<file path="src/rtl/dmem_arbiter_pkg.sv">
// Shared types and constants for the data-memory arbiter: FSM encoding,
// access size masks, exception codes and the memory window.
package dmem_arbiter_pkg;

    typedef enum logic [1:0] {
        IDLE   = 2'd0,
        ACCESS = 2'd1,
        RESP   = 2'd2
    } arb_state_t;

    localparam logic [7:0] SEL_B = 8'h01;
    localparam logic [7:0] SEL_H = 8'h03;
    localparam logic [7:0] SEL_W = 8'h0F;
    localparam logic [7:0] SEL_D = 8'hFF;

    localparam logic [3:0] LD_MISALIGN = 4'd4;
    localparam logic [3:0] LD_FAULT    = 4'd5;
    localparam logic [3:0] ST_MISALIGN = 4'd6;
    localparam logic [3:0] ST_FAULT    = 4'd7;

    localparam logic [63:0] DMEM_BASE       = 64'h0000_0000_8000_0000;
    localparam int unsigned DMEM_SIZE_BYTES = 16384;

    // Number of bytes covered by a size mask; 0 flags an illegal mask.
    function automatic int unsigned sel_bytes(input logic [7:0] sel);
        case (sel)
            SEL_B:   return 1;
            SEL_H:   return 2;
            SEL_W:   return 4;
            SEL_D:   return 8;
            default: return 0;
        endcase
    endfunction

endpackage

</file>
<file path="src/rtl/dmem_rr_picker.sv">
// Two-way request picker: combinational winner selection with a
// round-robin pointer that a fixed-priority build simply ignores.
module dmem_rr_picker #(
    parameter int PRIO_MODE = 0
) (
    input  logic clk,
    input  logic rst_n,
    input  logic en,
    input  logic req0,
    input  logic req1,
    output logic gnt0,
    output logic gnt1,
    output logic winner
);

    logic ptr;

    // ptr names the port preferred on the next tie; 0 after reset.
    always_comb begin
        winner = 1'b0;
        if (req0 && req1) begin
            winner = (PRIO_MODE == 1) ? 1'b0 : ptr;
        end else if (req1) begin
            winner = 1'b1;
        end
        gnt0 = en && req0 && !winner;
        gnt1 = en && req1 && winner;
    end

    always_ff @(posedge clk or negedge rst_n) begin
        if (!rst_n) begin
            ptr <= 1'b0;
        end else if (gnt0) begin
            ptr <= 1'b1;
        end else if (gnt1) begin
            ptr <= 1'b0;
        end
    end

endmodule

</file>
<file path="src/rtl/dmem_arbiter.sv">
// Two-port arbiter/sequencer in front of the data memory: grant one request,
// run a single memory access cycle, then hold the response until consumed.
module dmem_arbiter
    import dmem_arbiter_pkg::*;
#(
    parameter int XLEN      = 64,
    parameter int PRIO_MODE = 0
) (
    input  logic            clk,
    input  logic            rst_n,
    input  logic            p0_req,
    input  logic            p0_we,
    input  logic            p0_is_load,
    input  logic [7:0]      p0_word_sel,
    input  logic [2:0]      p0_func3,
    input  logic [XLEN-1:0] p0_addr,
    input  logic [XLEN-1:0] p0_wdata,
    output logic            p0_gnt,
    output logic            p0_rvalid,
    input  logic            p0_rready,
    input  logic            p1_req,
    input  logic            p1_we,
    input  logic            p1_is_load,
    input  logic [7:0]      p1_word_sel,
    input  logic [2:0]      p1_func3,
    input  logic [XLEN-1:0] p1_addr,
    input  logic [XLEN-1:0] p1_wdata,
    output logic            p1_gnt,
    output logic            p1_rvalid,
    input  logic            p1_rready,
    output logic [XLEN-1:0] rsp_rdata,
    output logic            rsp_exc,
    output logic [3:0]      rsp_exc_code,
    output logic [XLEN-1:0] rsp_exc_val,
    output logic            mem_we,
    output logic            mem_is_load,
    output logic [7:0]      mem_word_sel,
    output logic [2:0]      mem_func3,
    output logic [XLEN-1:0] mem_addr,
    output logic [XLEN-1:0] mem_wdata,
    input  logic [XLEN-1:0] mem_rdata,
    input  logic            mem_exc_en,
    input  logic [3:0]      mem_exc_code,
    input  logic [XLEN-1:0] mem_exc_val,
    output logic            busy
);

    arb_state_t      state;
    logic            owner;
    logic            winner;
    logic            grant;
    logic            access_valid;
    logic            owner_rready;
    logic            sel_we;
    logic            sel_is_load;
    logic [7:0]      sel_word_sel;
    logic [2:0]      sel_func3;
    logic [XLEN-1:0] sel_addr;
    logic [XLEN-1:0] sel_wdata;

    dmem_rr_picker #(
        .PRIO_MODE(PRIO_MODE)
    ) u_picker (
        .clk    (clk),
        .rst_n  (rst_n),
        .en     (state == IDLE),
        .req0   (p0_req),
        .req1   (p1_req),
        .gnt0   (p0_gnt),
        .gnt1   (p1_gnt),
        .winner (winner)
    );

    assign sel_we       = winner ? p1_we       : p0_we;
    assign sel_is_load  = winner ? p1_is_load  : p0_is_load;
    assign sel_word_sel = winner ? p1_word_sel : p0_word_sel;
    assign sel_func3    = winner ? p1_func3    : p0_func3;
    assign sel_addr     = winner ? p1_addr     : p0_addr;
    assign sel_wdata    = winner ? p1_wdata    : p0_wdata;

    assign grant        = p0_gnt | p1_gnt;
    assign access_valid = mem_we | mem_is_load;
    assign owner_rready = owner ? p1_rready : p0_rready;
    assign busy         = (state != IDLE);

    // mem_we/mem_is_load double as the latched request type: they are high
    // only during ACCESS, while the address/data registers keep their values.
    always_ff @(posedge clk or negedge rst_n) begin
        if (!rst_n) begin
            state        <= IDLE;
            owner        <= 1'b0;
            mem_we       <= 1'b0;
            mem_is_load  <= 1'b0;
            mem_word_sel <= '0;
            mem_func3    <= '0;
            mem_addr     <= '0;
            mem_wdata    <= '0;
            rsp_rdata    <= '0;
            rsp_exc      <= 1'b0;
            rsp_exc_code <= '0;
            rsp_exc_val  <= '0;
            p0_rvalid    <= 1'b0;
            p1_rvalid    <= 1'b0;
        end else begin
            case (state)
                IDLE: begin
                    if (grant) begin
                        owner        <= winner;
                        mem_we       <= sel_we;
                        mem_is_load  <= sel_is_load;
                        mem_word_sel <= sel_word_sel;
                        mem_func3    <= sel_func3;
                        mem_addr     <= sel_addr;
                        mem_wdata    <= sel_wdata;
                        state        <= ACCESS;
                    end
                end
                ACCESS: begin
                    mem_we       <= 1'b0;
                    mem_is_load  <= 1'b0;
                    rsp_rdata    <= mem_is_load ? mem_rdata : '0;
                    rsp_exc      <= access_valid && mem_exc_en;
                    rsp_exc_code <= (access_valid && mem_exc_en) ? mem_exc_code : 4'd0;
                    rsp_exc_val  <= (access_valid && mem_exc_en) ? mem_exc_val : '0;
                    p0_rvalid    <= !owner;
                    p1_rvalid    <= owner;
                    state        <= RESP;
                end
                RESP: begin
                    if (owner_rready) begin
                        p0_rvalid <= 1'b0;
                        p1_rvalid <= 1'b0;
                        state     <= IDLE;
                    end
                end
                default: begin
                    state <= IDLE;
                end
            endcase
        end
    end

    // Structural invariants of the sequencer.
    a_gnt_onehot: assert property (@(posedge clk) disable iff (!rst_n)
        !(p0_gnt && p1_gnt));
    a_mem_strobe_access: assert property (@(posedge clk) disable iff (!rst_n)
        (mem_we || mem_is_load) |-> (state == ACCESS));
    a_rvalid_resp: assert property (@(posedge clk) disable iff (!rst_n)
        (p0_rvalid || p1_rvalid) |-> (state == RESP));
    a_rvalid_onehot: assert property (@(posedge clk) disable iff (!rst_n)
        !(p0_rvalid && p1_rvalid));
    a_rsp_stable: assert property (@(posedge clk) disable iff (!rst_n)
        (state == RESP && !owner_rready) |=> ($stable(rsp_rdata) && $stable(rsp_exc)));

endmodule

</file>
<file path="config.mk">
export PLATFORM = sky130hd
export DESIGN_NAME = dmem_arbiter
export DESIGN_NICKNAME = d
export VERILOG_FILES = /design/src/rtl/dmem_arbiter_pkg.sv /design/src/rtl/dmem_rr_picker.sv /design/src/rtl/dmem_arbiter.sv
export SDC_FILE = /design/constraint.sdc
export NUM_CORES = 1
export LEC_CHECK = 0
export ABC_AREA = 0
export CAP_MARGIN = 5
export CORE_AREA = 8 8 270 272
export CTS_CLUSTER_SIZE = 16
export DETAILED_ROUTE_END_ITERATION = 10
export DIE_AREA = 0 0 278 280
export GPL_TIMING_DRIVEN = 0
export PLACE_DENSITY = 0.42
export SETUP_SLACK_MARGIN = 0.02
export SLEW_MARGIN = 30
export SYNTH_ARGS = -nofsm -noshare
export SYNTH_HDL_FRONTEND = slang
export SYNTH_SLANG_ARGS = --single-unit
</file>
<file path="constraint.sdc">
create_clock -name clk -period 2.4 [get_ports clk]
set_input_delay 0.36 -clock clk [delete_from_list [all_inputs] [get_ports clk]]
set_output_delay 0.36 -clock clk [all_outputs]
set_load 0.1 [all_outputs]
</file>
==> run_results.csv <==
group,metric,value,unit
outcome,status,"completed",
global_route,grt_pass1_wl,103,mm
floorplanning,floorplan.initialDensity,18.1,%
sta,report.final.setup_viol,0,
synth,netlist.area_leader.share,56.3,%
synth,most_area_consuming_cells_after_synthesis,"sky130_fd_sc_hd__dfrtp_1 56%, sky130_fd_sc_hd__a311oi_1 9.9%, sky130_fd_sc_hd__a2bb2oi_1 9.8%, sky130_fd_sc_hd__o21ai_0 8.3%, sky130_fd_sc_hd__a22o_1 4.8%",
global_route,maximum_number_of_pins_on_one_net_before_global_route_repair,74,
synth,post_synth_num_cell_types,31,
synth,synth.avg_cell_area,10.9,µm²
final_layout,most_common_library_cell_in_the_layout_ignoring_fill_and_taps,"sky130_fd_sc_hd__clkdlybuf4s50_1",
setup_path,crit_start,"p1_req",
clock_network,clock_path_buffers,3,
flow_run,maxCapViolCount,0,
sta,final_critical_path_time_including_i_o_delays_and_setup,2250,ps
final_layout,layout.area.seq,7010,µm²
placed_design,finalWeightedCongestion,0.823,
sta,layout_setup_ws,155,ps
setup_path,timing_worst_setup_path_type,"in -> out",
synth,synthesis.area,12400,µm²
detailed_routing,route.detailed.wl_per_inst,25.6,µm
clock_network,num_cts_buffers,38,
floorplanning,placement_rows,97,
sta,unrepaired_setup_endpoints_after_global_routing,"true",
detailed_routing,drt_pass1_iterations,4,
sta,slew_headroom,31.7,%
sta,crit_share_post_route,93.5,%
sta,report.final.hold_viol_count,0,
synth,ys.warnings.count,0,
setup_path,required,2040,ps
final_layout,area_growth_from_synthesis_to_layout,72.3,%
clock_network,clk_latency,540,ps
global_route,first_global_vias,14300,
sta,final_max_slew_viol_count,0,
synth,synth_sequential_area_ratio,56.3,%
setup_path,timing.critical_path.cells,"clkdlybuf4s50_1, buf_6, buf_12, nand2_1, nor2_2, buf_8",
clock_network,tritoncts,"built",
setup_path,crit_path_end_kind,"primary output",
synth,cell_taking_the_most_area_after_synthesis,"sky130_fd_sc_hd__dfrtp_1",
floorplanning,core,68900,µm²
floorplanning,pin_count,700,
setup_path,r2r_start,"u_picker.ptr",
floorplanning,floorplan.die_area,77800,µm²
sta,max_slew.worst_pin.slew,1030,ps
synth,synthesis.nets,1559,
min_path,hold_path_class,"in -> async",
clock_network,postCtsSetupRepairBufs,0,
detailed_routing,number_of_vias_per_cell,4.62,
detailed_routing,aggregate_routed_wire_length,72.1,mm
global_route,grt-ovfl-total,0,
placed_design,io_buffers,699,
setup_path,worstSetupStartpointType,"primary input",
sta,finalClockSkew,14.1,ps
setup_path,worst-r2r-setup-slack,270,ps
final_layout,multi_input_comb_area,4780,µm²
sta,maxClockFrequency,445,MHz
setup_path,timing.critical_path.fanout_max,19,
placed_design,pre_cts_slack,-720,ps
detailed_routing,via_count,13000,
detailed_routing,final_antenna_net_count,0,
final_layout,layout.filler_cells,7199,
clock_network,cts_sinks,280,
final_layout,commonest_cells_after_routing_fill_and_taps_aside,"419 x sky130_fd_sc_hd__clkdlybuf4s50_1, 280 x sky130_fd_sc_hd__dfrtp_1, 216 x sky130_fd_sc_hd__dlygate4sd2_1, 206 x sky130_fd_sc_hd__o21ai_0, 140 x sky130_fd_sc_hd__a311oi_1",
floorplanning,chipHeight,280,µm
floorplanning,die_x,278,µm
global_route,grt_antenna_before_repair,25,
synth,netlist_instances,1138,
detailed_routing,drc_errors,0,
global_route,grt_usage,17.7,%
clock_network,cts_htree_levels,2,
final_layout,final_nets,2299,
synth,synth.ff_latch_count,280,
setup_path,max_stage_delay,560,ps
clock_network,cts_root_buffer,"sky130_fd_sc_hd__clkbuf_16",
final_layout,post_route_cells_drive_above_1_share,10.5,%
detailed_routing,drt_iter0_drc,645,
setup_path,critical_path_top_delay_cell,"sky130_fd_sc_hd__clkdlybuf4s50_1",
placed_design,hpwlAfterDp,56.2,mm
setup_path,worst_ep_arrival_time,1890,ps
clock_network,cts.reportedPaths.clkPinSlew,60,ps
==> worst paths after layout <==
kind                                  to  cells past startpoint
max                               p1_gnt                      6
min                         rsp_rdata[5]                      2
max reg2reg                mem_wdata[54]                      5
min reg2reg                rsp_rdata[59]                      2
max in group asynchronous   mem_addr[15]                      4
min in group clk           rsp_rdata[61]                      3
==> metal layers <==
layer / track usage, % / vias up / routed length (µm)
met1: 19.7 / 6453 / 27500
met5: 0 / - / 105
li1: - / 5907 / -
met2: 30.5 / 538 / 35800
met3: 7.61 / 99 / 6860
met4: 5.39 / 16 / 1800
==> cell usage after synthesis <==
cell type	count
sky130_fd_sc_hd__buf_2	55
sky130_fd_sc_hd__a21o_1	1
sky130_fd_sc_hd__inv_2	2
sky130_fd_sc_hd__clkbuf_2	1
sky130_fd_sc_hd__nor2_1	1
sky130_fd_sc_hd__a2bb2oi_1	139
sky130_fd_sc_hd__nor2_2	2
sky130_fd_sc_hd__a21oi_1	4
sky130_fd_sc_hd__buf_1	8
sky130_fd_sc_hd__dfrtp_1	280
sky130_fd_sc_hd__nand3b_1	1
sky130_fd_sc_hd__nand2_1	132
sky130_fd_sc_hd__nor2_4	2
sky130_fd_sc_hd__nor2b_1	2
sky130_fd_sc_hd__clkbuf_1	71
sky130_fd_sc_hd__nand2b_2	1
sky130_fd_sc_hd__a21boi_0	2
sky130_fd_sc_hd__buf_6	5
sky130_fd_sc_hd__o2bb2ai_1	1
sky130_fd_sc_hd__o221a_2	2
sky130_fd_sc_hd__o21ai_1	1
sky130_fd_sc_hd__o21ai_0	206
sky130_fd_sc_hd__a21bo_2	1
sky130_fd_sc_hd__inv_1	1
sky130_fd_sc_hd__buf_4	4
sky130_fd_sc_hd__a221oi_1	1
sky130_fd_sc_hd__nand2b_1	1
sky130_fd_sc_hd__and2b_1	1
sky130_fd_sc_hd__a311oi_1	140
sky130_fd_sc_hd__a311o_1	2
sky130_fd_sc_hd__a22o_1	68
==> registers in the layout, indices dropped and copies added (netlist names) <==
name	count
rsp_exc	1
mem_addr	64
mem_we	1
state	2
mem_wdata	64
rsp_rdata	64
mem_is_load	1
rsp_exc_code	4
p1_rvalid	1
owner	1
u_picker.ptr	1
rsp_exc_val	64
mem_word_sel	8
mem_func3	3
p0_rvalid	1
==> final cells by class <==
type | count | share of cell area (%)
Antenna cell | 19 | 0.222
Buffer | 140 | 3.11
Clock buffer | 62 | 5.66
Clock inverter | 6 | 0.257
Inverter | 3 | 0.0525
Multi-Input combinational cell | 711 | 22.3
Sequential cell | 280 | 32.7
Tap cell | 891 | 5.20
Timing Repair Buffer | 704 | 30.6
==> worst max-delay path, delay by kind of cell <==
family | cells | cell delay [ps]
buffers and inverters | 4 | 1200
AND/OR/NAND/NOR | 2 | 300
==> logic make-up after synthesis <==
kind of cell	synth area share, %
flops	56.3
buf+inv	5.42
simple gates	4.63
compound gates	33.6
==> repair_timing <==
action                                  4_1_cts  5_1_grt
gates resized for setup                     232        3
hold endpoints to repair                    143        0
pin swaps                                     1        0
endpoints found under the setup margin      220       13
hold buffers                                  1        0
==> stage by stage <==
step / cell area (µm²) / hold WS (ps) / instances / TNS [ps] / util (%)
finish: 21400 / 229 / 2816 / 0 / 31.1
global route: 21400 / 207 / 2809 / 0 / 31.1
CTS: 21400 / 197 / 2798 / 0 / 31.0
detailed placement: 20400 / 209 / 2732 / -26020 / 29.6
global placement: 20600 / 461 / 2728 / -3654830 / 29.8
floorplan: 12500 / 64.4 / 1138 / 0 / -
Power is left out: the tool's default activity adds up to more than one toggle a clock period on the data nets, which glitch-free logic cannot reach.
